--- src/rtl/instr_queue_if.sv ---
// -----------------------------------------------------------------------------
// instr_queue_if
// Purpose : bundles the fetch-side enqueue port, the decode-side dequeue port,
//           the branch flush and the occupancy count of the instruction queue.
// Ports   : (interface signals)
//   enq_valid_F  fetch presents an instruction this cycle
//   enq_pc_F     PC of the presented instruction (64 bits)
//   enq_instr_F  instruction word at enq_pc_F (32 bits)
//   enq_ready_F  queue accepts an enqueue this cycle
//   deq_valid_D  head entry is valid for decode
//   deq_pc_D     PC of the head entry (64 bits)
//   deq_instr_D  instruction word of the head entry (32 bits)
//   deq_ready_D  decode consumes the head entry this cycle
//   flush        discard every queued entry (taken branch)
//   count        number of valid entries, 0..DEPTH (PTRW+1 bits)
// Modports: master = fetch/decode pipeline side, slave = the queue itself.
// -----------------------------------------------------------------------------
interface instr_queue_if #(
    parameter int PTRW = 2
);
    logic            enq_valid_F;
    logic [63:0]     enq_pc_F;
    logic [31:0]     enq_instr_F;
    logic            enq_ready_F;
    logic            deq_valid_D;
    logic [63:0]     deq_pc_D;
    logic [31:0]     deq_instr_D;
    logic            deq_ready_D;
    logic            flush;
    logic [PTRW:0]   count;

    modport master (
        output enq_valid_F, enq_pc_F, enq_instr_F, deq_ready_D, flush,
        input  enq_ready_F, deq_valid_D, deq_pc_D, deq_instr_D, count
    );

    modport slave (
        input  enq_valid_F, enq_pc_F, enq_instr_F, deq_ready_D, flush,
        output enq_ready_F, deq_valid_D, deq_pc_D, deq_instr_D, count
    );
endinterface

--- src/rtl/instr_queue.sv ---
// -----------------------------------------------------------------------------
// instr_queue
// Purpose : small circular FIFO between the fetch and decode stages. Holds
//           {PC, instruction} pairs, strict FIFO order, no full- or
//           empty-bypass.
// Ports   :
//   clk    single clock, all state updates on posedge
//   reset  synchronous active-low reset
//   q      instr_queue_if.slave (enqueue, dequeue, flush, count)
// Parameters:
//   DEPTH  number of entries (2, 4 or 8)
//   PTRW   log2(DEPTH); pointers wrap naturally at this width
// Handshake: a transfer happens on a posedge where valid and ready are both
//   high and flush is low. enq_ready_F depends only on count (count < DEPTH),
//   deq_valid_D only on count (count != 0); neither looks at the other side,
//   so a full queue refuses an enqueue even while a dequeue happens.
// -----------------------------------------------------------------------------
module instr_queue #(
    parameter int DEPTH = 4,
    parameter int PTRW  = 2
) (
    input  logic              clk,
    input  logic              reset,
    instr_queue_if.slave      q
);
    localparam logic [PTRW:0] FULL_COUNT = (PTRW + 1)'(DEPTH);

    logic [63:0]     pc_mem    [DEPTH];
    logic [31:0]     instr_mem [DEPTH];
    logic [PTRW-1:0] head;
    logic [PTRW-1:0] tail;
    logic [PTRW:0]   cnt;

    logic enq_fire;
    logic deq_fire;

    assign q.enq_ready_F = (cnt < FULL_COUNT);
    assign q.deq_valid_D = (cnt != '0);
    // Head data is forced to zero when empty so stale storage never leaks out.
    assign q.deq_pc_D    = q.deq_valid_D ? pc_mem[head]    : 64'd0;
    assign q.deq_instr_D = q.deq_valid_D ? instr_mem[head] : 32'd0;
    assign q.count       = cnt;

    assign enq_fire = q.enq_valid_F && q.enq_ready_F && !q.flush;
    assign deq_fire = q.deq_valid_D && q.deq_ready_D && !q.flush;

    always_ff @(posedge clk) begin
        if (!reset) begin
            head      <= '0;
            tail      <= '0;
            cnt       <= '0;
            pc_mem    <= '{default: 64'd0};
            instr_mem <= '{default: 32'd0};
        end else if (q.flush) begin
            // Storage is left as is; deq_valid_D=0 hides it.
            head <= '0;
            tail <= '0;
            cnt  <= '0;
        end else begin
            if (enq_fire) begin
                pc_mem[tail]    <= q.enq_pc_F;
                instr_mem[tail] <= q.enq_instr_F;
                tail            <= tail + 1'b1;
            end
            if (deq_fire) begin
                head <= head + 1'b1;
            end
            case ({enq_fire, deq_fire})
                2'b10:   cnt <= cnt + 1'b1;
                2'b01:   cnt <= cnt - 1'b1;
                default: cnt <= cnt;
            endcase
        end
    end
endmodule

--- src/flat_wrapper.sv ---
// flat-port wrapper written by rule: the top's interface ports become plain ports
module instr_queue_flat 
#(
    parameter int DEPTH = 4,
    parameter int PTRW  = 2
)
  (clk, reset, q_enq_valid_F, q_enq_pc_F, q_enq_instr_F, q_deq_ready_D, q_flush, q_enq_ready_F, q_deq_valid_D, q_deq_pc_D, q_deq_instr_D, q_count);
  instr_queue_if #(.PTRW(PTRW)) q_i ();
  input  logic clk;
  input  logic reset;
  input wire logic [$bits(q_i.enq_valid_F)-1:0] q_enq_valid_F;
  input wire logic [$bits(q_i.enq_pc_F)-1:0] q_enq_pc_F;
  input wire logic [$bits(q_i.enq_instr_F)-1:0] q_enq_instr_F;
  input wire logic [$bits(q_i.deq_ready_D)-1:0] q_deq_ready_D;
  input wire logic [$bits(q_i.flush)-1:0] q_flush;
  output wire logic [$bits(q_i.enq_ready_F)-1:0] q_enq_ready_F;
  output wire logic [$bits(q_i.deq_valid_D)-1:0] q_deq_valid_D;
  output wire logic [$bits(q_i.deq_pc_D)-1:0] q_deq_pc_D;
  output wire logic [$bits(q_i.deq_instr_D)-1:0] q_deq_instr_D;
  output wire logic [$bits(q_i.count)-1:0] q_count;
  assign q_i.enq_valid_F = q_enq_valid_F;
  assign q_i.enq_pc_F = q_enq_pc_F;
  assign q_i.enq_instr_F = q_enq_instr_F;
  assign q_i.deq_ready_D = q_deq_ready_D;
  assign q_i.flush = q_flush;
  assign q_enq_ready_F = q_i.enq_ready_F;
  assign q_deq_valid_D = q_i.deq_valid_D;
  assign q_deq_pc_D = q_i.deq_pc_D;
  assign q_deq_instr_D = q_i.deq_instr_D;
  assign q_count = q_i.count;
  instr_queue #(.DEPTH(DEPTH), .PTRW(PTRW)) u_core (.clk(clk), .reset(reset), .q(q_i));
endmodule
--- config.mk ---
export PLATFORM = sky130hd
export DESIGN_NAME = instr_queue_flat
export DESIGN_NICKNAME = d
export VERILOG_FILES = /design/src/rtl/instr_queue_if.sv /design/src/rtl/instr_queue.sv /design/src/flat_wrapper.sv
export SDC_FILE = /design/constraint.sdc
export NUM_CORES = 1
export LEC_CHECK = 0
export BUFFER_PORTS_ARGS = -buffer_cell sky130_fd_sc_hd__buf_2
export CORE_MARGIN = 2
export CORE_UTILIZATION = 55
export DETAILED_ROUTE_END_ITERATION = 16
export HOLD_SLACK_MARGIN = 0.1
export PLACE_DENSITY = 0.79
export SYNTH_ARGS = -nofsm -noshare
export SYNTH_HDL_FRONTEND = slang
export SYNTH_SLANG_ARGS = --single-unit
--- constraint.sdc ---
create_clock -name clk -period 4.1 [get_ports clk]
set_input_delay 0.205 -clock clk [delete_from_list [all_inputs] [get_ports clk]]
set_output_delay 0.205 -clock clk [all_outputs]
set_load 0.02 [all_outputs]
==> qor.csv <==
metric,value,unit
share of the synthesized area in the top cell type,0.493,
Num CTS Buffers,40,
Max Cap Viol,0,
I/O pin cnt,202,
"flops & latches, synth",391,
count of flip-flops with a built-in enable after synthesis,0,
grt total ovfl,0,
Die ar.,30200,um2
I/O Buffers,201,
post-CTS sizing,0,
core area,28500,um2
P per Cell Area,417,nW/um2
Filler cells,2156,
"commonest non-fill, non-tap cells in the layout","dfxtp_1, nand3_1, o21ai_0",
CP max FO,50,
fin util,0.674,
synthesis-to-finish area growth,21.2,%
Final #Nets,1952,
peak supply drop,0.000278,V
"area leader, netlist",dfxtp_1,
Hold Path Sink,u_core.tail[0],
DRT Pass-1 Iters,5,
Lkg Pwr,7.20,nW
via count,13023,
clk_skew,0.0184,ns
crit path time final,2.77,ns
worst skew pair latency,0.52,ns
FF+latch area,7840,um2
Worst Max-Slew Pin Slew,0.998,ns
"Reg clk slew, reported paths",0.06,ns
Yosys cell types,27,
# hold bufs at CTS,97,
final-report max-slew violation count,0,
cell count after synthesis,1658,
initial antenna violation count,2,
Post-Route WL,38700,um
register area share after synthesis,0.493,
Mapped Avg Cell Area,9.58,um2
Final period util,0.676,
Chip Height,174,um
# clock sinks,391,
Initial Util,0.556,
Die W,174,um
Critical Path AT,2.57,ns
vias in the first global route,12731,
DRC errors left,0,
largest net degree at the start of global routing,146,
"most common cell after layout, fill and taps aside",dfxtp_1,
postcts setup bufs,0,
Max Freq,0.361,GHz
root buffer cell,clkbuf_16,
Initial DRC Count,1049,
Syn Nets,1765,
Core Rows,62,
reg2reg start,u_core.tail[0],
H-tree depth,2,
Layout Cells excl Fill,2260,
CTS Buffer Depth,3,
Max transition margin,0.335,
outcome,"complete, no violations",
worst-case reg-to-reg path depth,6,
area of the multi-input gates,7310,um2
ANT nets after route,0,
GRT Overall Usage,0.250,
GPL Wtd Cong,0.782,
ys flop type,dfxtp_1,
Critical Path End Type,primary output,
Crit Path Category,register to primary output,
Final Hold Fails,0,
synth top area cells,"dfxtp_1, mux4_2, nand3_1",
first-pass GRT wire length,63000,um
vias per inst,5.76,
CP Launch Type,register,
dpl cells,2090,
Hold Path Class,input pin to register,
Setup-failing EPs final,0,
asr flop ratio synth,0,
hold path cells,4,
CTS tree,yes,
hold path start,q_flush,
dpl hpwl,22600,um
WL/cell,17.1,um
Synth Warn #,0,
TNS Setup,0,ns
RSZ-0062 raised after global routing,false,
share of cells above drive strength 1,0.205,
Syn Std Cell Area,15900,um2
R2R Setup Slk,1.68,ns
FF-to-FF End,u_core.pc_mem[206],
Worst EP required,3.89,ns
Yosys cell counts, drive strengths merged, types with 2 or more instances:
cell type	number
ha	5
nand3	385
nand2	96
a21oi	2
and2	96
clkbuf	92
dfxtp	391
mux4	96
nand4bb	4
xor2	4
o21ai	385
nor2	8
buf	79
inv	7
layout make-up:
type	count	share of cell area
clock buffer	66	0.0671
timing repair buffer	316	0.116
inverter	7	0.00137
antenna	1	0.000130
tap	384	0.0250
sequential	391	0.407
clock inverter	6	0.00325
multi-input combinational	1089	0.380
worst max-delay path: stages (launching register included):
cell and delay, ns:
dfxtp_4 0.85, buf_12 0.35, mux4_2 0.39, and2_1 0.17, buf_2 0.16
power breakdown:
group	internal, mW	switching [mW]
registers	3.86	0.0319
logic	0.208	0.277
clock network	2.21	1.44
total	6.28	1.75
per-stage QoR:
stage	total power, mW	hold WS (ns)	area, um2	worst slack, ns
2_1_floorplan	4.23	0.386	15900	2.05
3_3_place_gp	4.37	0.443	16900	1.83
3_5_place_dp	4.38	0.450	16900	1.74
4_1_cts	8.07	0.192	19200	1.30
5_1_grt	8.28	0.276	19200	1.18
6_report	8.03	0.216	19200	1.33
flip-flops by register name, indices dropped and copies added (netlist names):
register          count
u_core.head           2
u_core.pc_mem       256
u_core.instr_mem    128
u_core.tail           2
u_core.q.count        3
how the worst max path moves through the flow:
stage,startpoint,to,slack [ns],cells after the start
finish,u_core.head[1],q_deq_instr_D[5],1.33,4
CTS,u_core.head[0],q_deq_instr_D[5],1.30,4
global route,u_core.head[0],q_deq_pc_D[54],1.18,4
floorplan,u_core.q.count[2],u_core.q.count[2],2.05,9
global placement,u_core.tail[1],u_core.pc_mem[165],1.83,6
detailed placement,u_core.tail[0],u_core.pc_mem[198],1.74,6
routing by layer:
metal | track usage | vias up | share of wire
li1 | - | 6326 | -
met1 | 0.314 | 6237 | 0.42
met2 | 0.439 | 393 | 0.50
met3 | 0.0409 | 65 | 0.055
met4 | 0.0833 | 2 | 0.027
met5 | 0 | - | 0.00034
kinds of logic (layout without fill, tap and decap cells):
kind of cell,after synthesis,in the layout,synth area share
compound gates,389,389,0.123
xor+xnor,5,5,0.00276
fa+ha+maj,6,6,0.00520
buf+inv,178,395,0.0516
flops,391,391,0.493
mux,97,97,0.137
other cells,0,1,0
simple gates,592,592,0.188
No activity file was read; power rests on OpenSTA's default activity.
